===== src/rtl/bmc_frame_sequencer.sv =====
// bmc_frame_sequencer
//
// Sits between the optical receiver's recovered half-bit stream and the BMC
// decoder. It hunts for the frame sync preamble and locks to it. It then
// deserializes BLOCK_HALVES half-bits per frame into one block and hands the
// block to the decoder through a one-entry valid/ready output register.
//
// While locked, each block is followed by a SYNC_LEN half-bit preamble check.
// A missed preamble is flywheeled through until MAX_MISS consecutive misses
// have been seen; the sequencer then drops lock and hunts again.
//
// Ports:
//   clk          system clock; all logic runs on the rising edge
//   rst          asynchronous active-low reset; release is synchronous to clk
//   i_half       recovered half-bit sample
//   i_half_valid qualifies i_half; one sample is taken per asserted cycle
//   i_ready      decoder accepts o_block when this and o_valid are both high
//   o_block      assembled block; the first half-bit after sync is the MSB
//   o_valid      o_block is valid
//   o_bmc_err    boundary violation found in the block on o_block
//   o_locked     sequencer is frame-locked
//   o_overrun    one-cycle pulse when a completed block is dropped
//   o_drop_cnt   saturating count of dropped blocks
module bmc_frame_sequencer #(
    parameter int                SYNC_LEN     = 8,
    parameter logic [SYNC_LEN-1:0] SYNC_PATTERN = 8'b11101000,
    parameter int                BLOCK_HALVES = 48,
    parameter int                MAX_MISS     = 3
) (
    input  logic                    clk,
    input  logic                    rst,
    input  logic                    i_half,
    input  logic                    i_half_valid,
    input  logic                    i_ready,
    output logic [BLOCK_HALVES-1:0] o_block,
    output logic                    o_valid,
    output logic                    o_bmc_err,
    output logic                    o_locked,
    output logic                    o_overrun,
    output logic [15:0]             o_drop_cnt
);

    localparam int CNT_W    = 6;
    localparam int MISS_W   = (MAX_MISS < 3) ? 2 : $clog2(MAX_MISS + 1);
    localparam int NUM_BITS = BLOCK_HALVES / 2;

    typedef enum logic [1:0] {
        HUNT       = 2'd0,
        COLLECT    = 2'd1,
        SYNC_CHECK = 2'd2
    } state_t;

    state_t state_reg, state_next;

    // The shift registers keep one fewer bit than the window they represent:
    // the incoming sample completes the window combinationally, so the
    // oldest bit never needs to be stored.
    logic [SYNC_LEN-2:0]     sync_reg, sync_next;
    logic [BLOCK_HALVES-2:0] asm_reg, asm_next;
    logic [CNT_W-1:0]        half_cnt_reg, half_cnt_next;
    logic [MISS_W-1:0]       miss_reg, miss_next;
    logic [BLOCK_HALVES-1:0] block_reg, block_next;
    logic                    valid_reg, valid_next;
    logic                    err_reg, err_next;
    logic                    locked_reg, locked_next;
    logic                    overrun_reg, overrun_next;
    logic [15:0]             drop_reg, drop_next;

    logic [SYNC_LEN-1:0]     sync_window;
    logic [BLOCK_HALVES-1:0] full_block;
    logic [NUM_BITS-2:0]     bnd_viol;
    logic                    block_err;
    logic                    block_done;

    assign sync_window = {sync_reg, i_half};
    assign full_block  = {asm_reg, i_half};

    // The second half of data bit k and the first half of bit k+1 must differ.
    // The sync-to-data boundary (ahead of bit 0) is deliberately not checked.
    generate
        for (genvar gi = 0; gi < NUM_BITS - 1; gi++) begin : g_bnd
            assign bnd_viol[gi] = ~(full_block[BLOCK_HALVES-2-2*gi] ^
                                    full_block[BLOCK_HALVES-3-2*gi]);
        end
    endgenerate

    assign block_err = |bnd_viol;

    always_ff @(posedge clk or negedge rst) begin
        if (!rst) begin
            state_reg <= HUNT;
        end else begin
            state_reg <= state_next;
        end
    end

    always_ff @(posedge clk or negedge rst) begin
        if (!rst) begin
            sync_reg     <= '0;
            asm_reg      <= '0;
            half_cnt_reg <= '0;
            miss_reg     <= '0;
            block_reg    <= '0;
            valid_reg    <= 1'b0;
            err_reg      <= 1'b0;
            locked_reg   <= 1'b0;
            overrun_reg  <= 1'b0;
            drop_reg     <= '0;
        end else begin
            sync_reg     <= sync_next;
            asm_reg      <= asm_next;
            half_cnt_reg <= half_cnt_next;
            miss_reg     <= miss_next;
            block_reg    <= block_next;
            valid_reg    <= valid_next;
            err_reg      <= err_next;
            locked_reg   <= locked_next;
            overrun_reg  <= overrun_next;
            drop_reg     <= drop_next;
        end
    end

    always_comb begin
        state_next    = state_reg;
        sync_next     = sync_reg;
        asm_next      = asm_reg;
        half_cnt_next = half_cnt_reg;
        miss_next     = miss_reg;
        block_next    = block_reg;
        valid_next    = valid_reg;
        err_next      = err_reg;
        locked_next   = locked_reg;
        overrun_next  = 1'b0;
        drop_next     = drop_reg;
        block_done    = 1'b0;

        // The handshake runs every cycle, independent of i_half_valid.
        if (valid_reg && i_ready) begin
            valid_next = 1'b0;
        end

        if (i_half_valid) begin
            case (state_reg)
                HUNT: begin
                    sync_next = sync_window[SYNC_LEN-2:0];
                    if (sync_window == SYNC_PATTERN) begin
                        state_next    = COLLECT;
                        half_cnt_next = '0;
                        locked_next   = 1'b1;
                        miss_next     = '0;
                    end
                end
                COLLECT: begin
                    asm_next = full_block[BLOCK_HALVES-2:0];
                    if (half_cnt_reg == CNT_W'(BLOCK_HALVES - 1)) begin
                        block_done    = 1'b1;
                        state_next    = SYNC_CHECK;
                        half_cnt_next = '0;
                    end else begin
                        half_cnt_next = half_cnt_reg + 1'b1;
                    end
                end
                SYNC_CHECK: begin
                    sync_next = sync_window[SYNC_LEN-2:0];
                    if (half_cnt_reg == CNT_W'(SYNC_LEN - 1)) begin
                        half_cnt_next = '0;
                        if (sync_window == SYNC_PATTERN) begin
                            miss_next  = '0;
                            state_next = COLLECT;
                        end else if (miss_reg != MISS_W'(MAX_MISS - 1)) begin
                            // Flywheel: assume the frame is still aligned.
                            miss_next  = miss_reg + 1'b1;
                            state_next = COLLECT;
                        end else begin
                            miss_next   = '0;
                            state_next  = HUNT;
                            locked_next = 1'b0;
                            sync_next   = '0;
                        end
                    end else begin
                        half_cnt_next = half_cnt_reg + 1'b1;
                    end
                end
                default: begin
                    state_next = HUNT;
                end
            endcase
        end

        if (block_done) begin
            if (!valid_reg || i_ready) begin
                block_next = full_block;
                err_next   = block_err;
                valid_next = 1'b1;
            end else begin
                // Output slot still occupied: keep the older block, drop this one.
                overrun_next = 1'b1;
                if (drop_reg != 16'hFFFF) begin
                    drop_next = drop_reg + 16'd1;
                end
            end
        end
    end

    assign o_block    = block_reg;
    assign o_valid    = valid_reg;
    assign o_bmc_err  = err_reg;
    assign o_locked   = locked_reg;
    assign o_overrun  = overrun_reg;
    assign o_drop_cnt = drop_reg;

endmodule


===== config.mk =====
export PLATFORM = sky130hd
export DESIGN_NAME = bmc_frame_sequencer
export DESIGN_NICKNAME = d
export VERILOG_FILES = /design/src/rtl/bmc_frame_sequencer.sv
export SDC_FILE = /design/constraint.sdc
export NUM_CORES = 1
export LEC_CHECK = 0
export BUFFER_PORTS_ARGS = -buffer_cell sky130_fd_sc_hd__buf_2
export CAP_MARGIN = 20
export CORE_ASPECT_RATIO = 2
export CORE_MARGIN = 10
export CORE_UTILIZATION = 58
export DETAILED_ROUTE_END_ITERATION = 12
export PLACE_DENSITY = 0.88
export SLEW_MARGIN = 25
export SYNTH_ARGS = -nofsm -noshare
export SYNTH_HDL_FRONTEND = slang
export SYNTH_SLANG_ARGS = --single-unit

===== constraint.sdc =====
create_clock -name clk -period 2.8 [get_ports clk]
set_input_delay 0.14 -clock clk [delete_from_list [all_inputs] [get_ports clk]]
set_output_delay 0.14 -clock clk [all_outputs]
set_load 0.01 [all_outputs]

==> impl_metrics.yaml <==
timing:
  finalMaxSlewViolations: 0
  finalHoldViolCount: 0
  finalCriticalPeriod_ns: 2.19
  fin_skew_ns: 0.00711
  fmax_ghz: 0.456
  finalSetupViolCount: 0
  rsz0062_at_grt: "false"
  setup-tns-final_ns: 0
  tightest_slew_ns: 0.619
  max_slew_margin_pct: 58.8
  finalCritPeriodShare_pct: 78.3
floorplanning:
  rows: 51
  start_util_pct: 59.4
  dieArea_um2: 14600
  ios: 73
  chipWidth_um: 90.5
  die_h_um: 161
  core_area_um2: 9700
drt:
  dr.pass1.iters: 4
  wl_per_cell_um: 18.1
  wl_mm: 11.7
  vias_per_cell: 5.58
  drtAntennaViolNets: 0
  route.detailed.drc: 0
  drt_iter0_drc: 144
  vias: 3586
critical_path:
  path_cells: "inv_1 > ha_1 > nand2_2 > or4_4 > nor2_2 > nand4_1 > mux2_1"
  path_class: "reg2reg"
  cp.arrival_ns: 2.49
  slowest_delay_ns: 0.60
  worst_ep_required_time_ns: 3.09
  start_kind: "flip-flop"
  r2r_cells: 7
  critPathSlowestCell: "or4_4"
  critPathCaptureType: "flip-flop"
  path_max_fanout: 7
power_and_ir_drop:
  seq_power_share_pct: 42.6
  power.net_switching_w: 0.00161
  ir_drop_mv: 0.611
  total_power_w: 0.00587
  power_density_nw_per_um2: 847
  p_clk_share_pct: 41.8
  leakagePower_nw: 3.55
  p_sw_share_pct: 27.5
  p_int_w: 0.00426
  p_comb_share_pct: 15.6
job:
  maxCapViolCount: 0
cells_and_area:
  areaGrowthSynthToFinish_pct: 20.3
  layout-drive-gt1-share_pct: 43.6
  final_util_pct: 71.4
  nets: 510
  n_antenna_cell: 0
  mostFrequentLayoutCell: "dfrtp_1"
  largest_reg_flops: 48
  design_area_um2: 6920
  layout_common_cells: "dfrtp_1, mux2_2, buf_2"
grt:
  grt_overflow: 0
  grt_pass1_wl_mm: 19.5
  track_usage_pct: 16.7
  grt_max_degree: 92
  grt_antenna_before_repair: 0
  grt_pass1_vias: 3920
synth:
  synthAdderAreaFrac_pct: 1.52
  yosys_most_used_dff: "dfrtp_1"
  synth_seq_cells: 132
  synth_edf_count: 0
  synth-async-reset-ratio_pct: 100
  syn_area_per_cell_um2: 13.8
  synth.cell_area_um2: 5760
  synth_mux_area_share_pct: 19.4
  synth-simple-area-share_pct: 8.17
  synthXorXnorAreaFrac_pct: 5.48
  seq_area_frac_synth_pct: 57.4
  synth_top_family_by_area: "multiplexers"
  netlist.top_cell.by_area: "dfrtp_1"
  syn_inst: 417
  synth-compound-area-share_pct: 5.98
  syn_nets: 429
  yosys_warnings: 0
  synth_top_area_share_pct: 57.4
  ys_types: 57
  synthTopCellsByArea: "dfrtp_1, mux2_2, xnor2_1"
clock_tree:
  clk_pin_slew_ns: 0.06
  cts_tree: "done"
  cts_sinks: 132
  cts-buffers-inserted: 17
  root_buffer: "clkbuf_16"
  post_cts_resized: 0
  cts_setup_buffers: 0
  clock_latency_ns: 0.42
  cts-htree-levels: 4
  clk_path_buf_depth: 2
place:
  io_buffer_count: 72
  dp_hpwl_mm: 7.96
  placed_area_um2: 6260
  gp_congestion: 0.847
hold_path:
  worstHoldPathCells: 2
  worstHoldPathType: "in2reg"
run_status:
  status: "completed"
-- power groups by stage --
stage / registers [W] / clock network [W] / logic [W]
after floorplan: 0.00243 / 0 / 0.000704
after global placement: 0.00250 / 0 / 0.000871
after detailed placement: 0.00252 / 0 / 0.000916
after CTS: 0.00250 / 0.00249 / 0.000932
after global routing: 0.00254 / 0.00258 / 0.00101
final: 0.00250 / 0.00245 / 0.000916
-- kinds of logic (layout without fill, tap and decap cells) --
kind of cell             count (synthesis)  after routing
flip-flops                             132            132
XOR/XNOR                                36             36
buffers and inverters                   23            117
AO/OA/AOI/OAI                           42             42
multiplexers                            99             99
AND/OR/NAND/NOR                         78             78
adder cells (fa/ha/maj)                  7              7
-- area by class of cell --
type / count / area (um^2)
Sequential cell: 132 / 3300
Inverter: 8 / 30.0
Multi-Input combinational cell: 262 / 2340
Clock inverter: 14 / 225
Fill cell: 648 / 2780
Timing Repair Buffer: 77 / 428
Tap cell: 132 / 165
Clock buffer: 18 / 429
-- layer usage --
metal / up-vias / routed length, um / GRT usage (%) / share of wire [%]
met5: - / 0 / 0 / 0
met1: 1828 / 4460 / 17.4 / 38
met2: 75 / 6580 / 30.2 / 56
met3: 20 / 363 / 4.95 / 3.1
met4: 0 / 261 / 7.13 / 2.2
li1: 1663 / - / - / -
-- worst max-delay path: cells and delay by family, from the launching register on --
kind | cells | cell delay [ns]
DFF | 1 | 0.43
muxes | 1 | 0.34
adders and majority gates | 1 | 0.22
buffers and inverters | 1 | 0.11
and+or+nand+nor | 4 | 0.97
-- path summary, 6_finish.rpt --
kind                                start              to  slack, ns
setup / recovery             state_reg[1]  o_drop_cnt[14]       0.61
min in group asynchronous             rst      o_block[6]       0.25
max in group asynchronous             rst  o_drop_cnt[12]       1.71
hold / removal                     i_half     sync_reg[0]       0.02
setup reg to reg             state_reg[1]  o_drop_cnt[14]       0.61
hold reg to reg            o_drop_cnt[10]  o_drop_cnt[10]       0.48
-- Yosys cell counts, types with 2 or more instances --
master	instances
nor4b_2	2
a22o_1	8
o21ai_0	6
nand3_1	9
inv_1	8
dfrtp_1	132
nand4_1	8
a31oi_1	2
nor2b_1	2
buf_6	2
nand2_1	19
buf_2	5
nor2_1	8
nand2b_1	3
nor3_1	5
mux2_2	97
mux2_1	2
o31ai_1	3
a211o_1	2
nor4_1	4
a21o_1	3
xor2_1	11
buf_1	3
xnor2_1	25
a21oi_1	8
clkbuf_1	3
ha_1	7
-- through the flow --
stage                     instances  setup WS (ns)  hold WS (ns)
after detailed placement        610          0.624         0.154
after global routing            643          0.470        0.0163
final                           643          0.606        0.0176
after global placement          610          0.733         0.144
after CTS                       643          0.599       0.00265
after floorplan                 417          0.718        -0.156
-- repair_timing --
item                                    4_1_cts  5_1_grt
hold buffers                                  1        0
endpoints found under the setup margin        0        0
endpoints found under the hold margin        41        0
(Power assumes the default switching activity.)
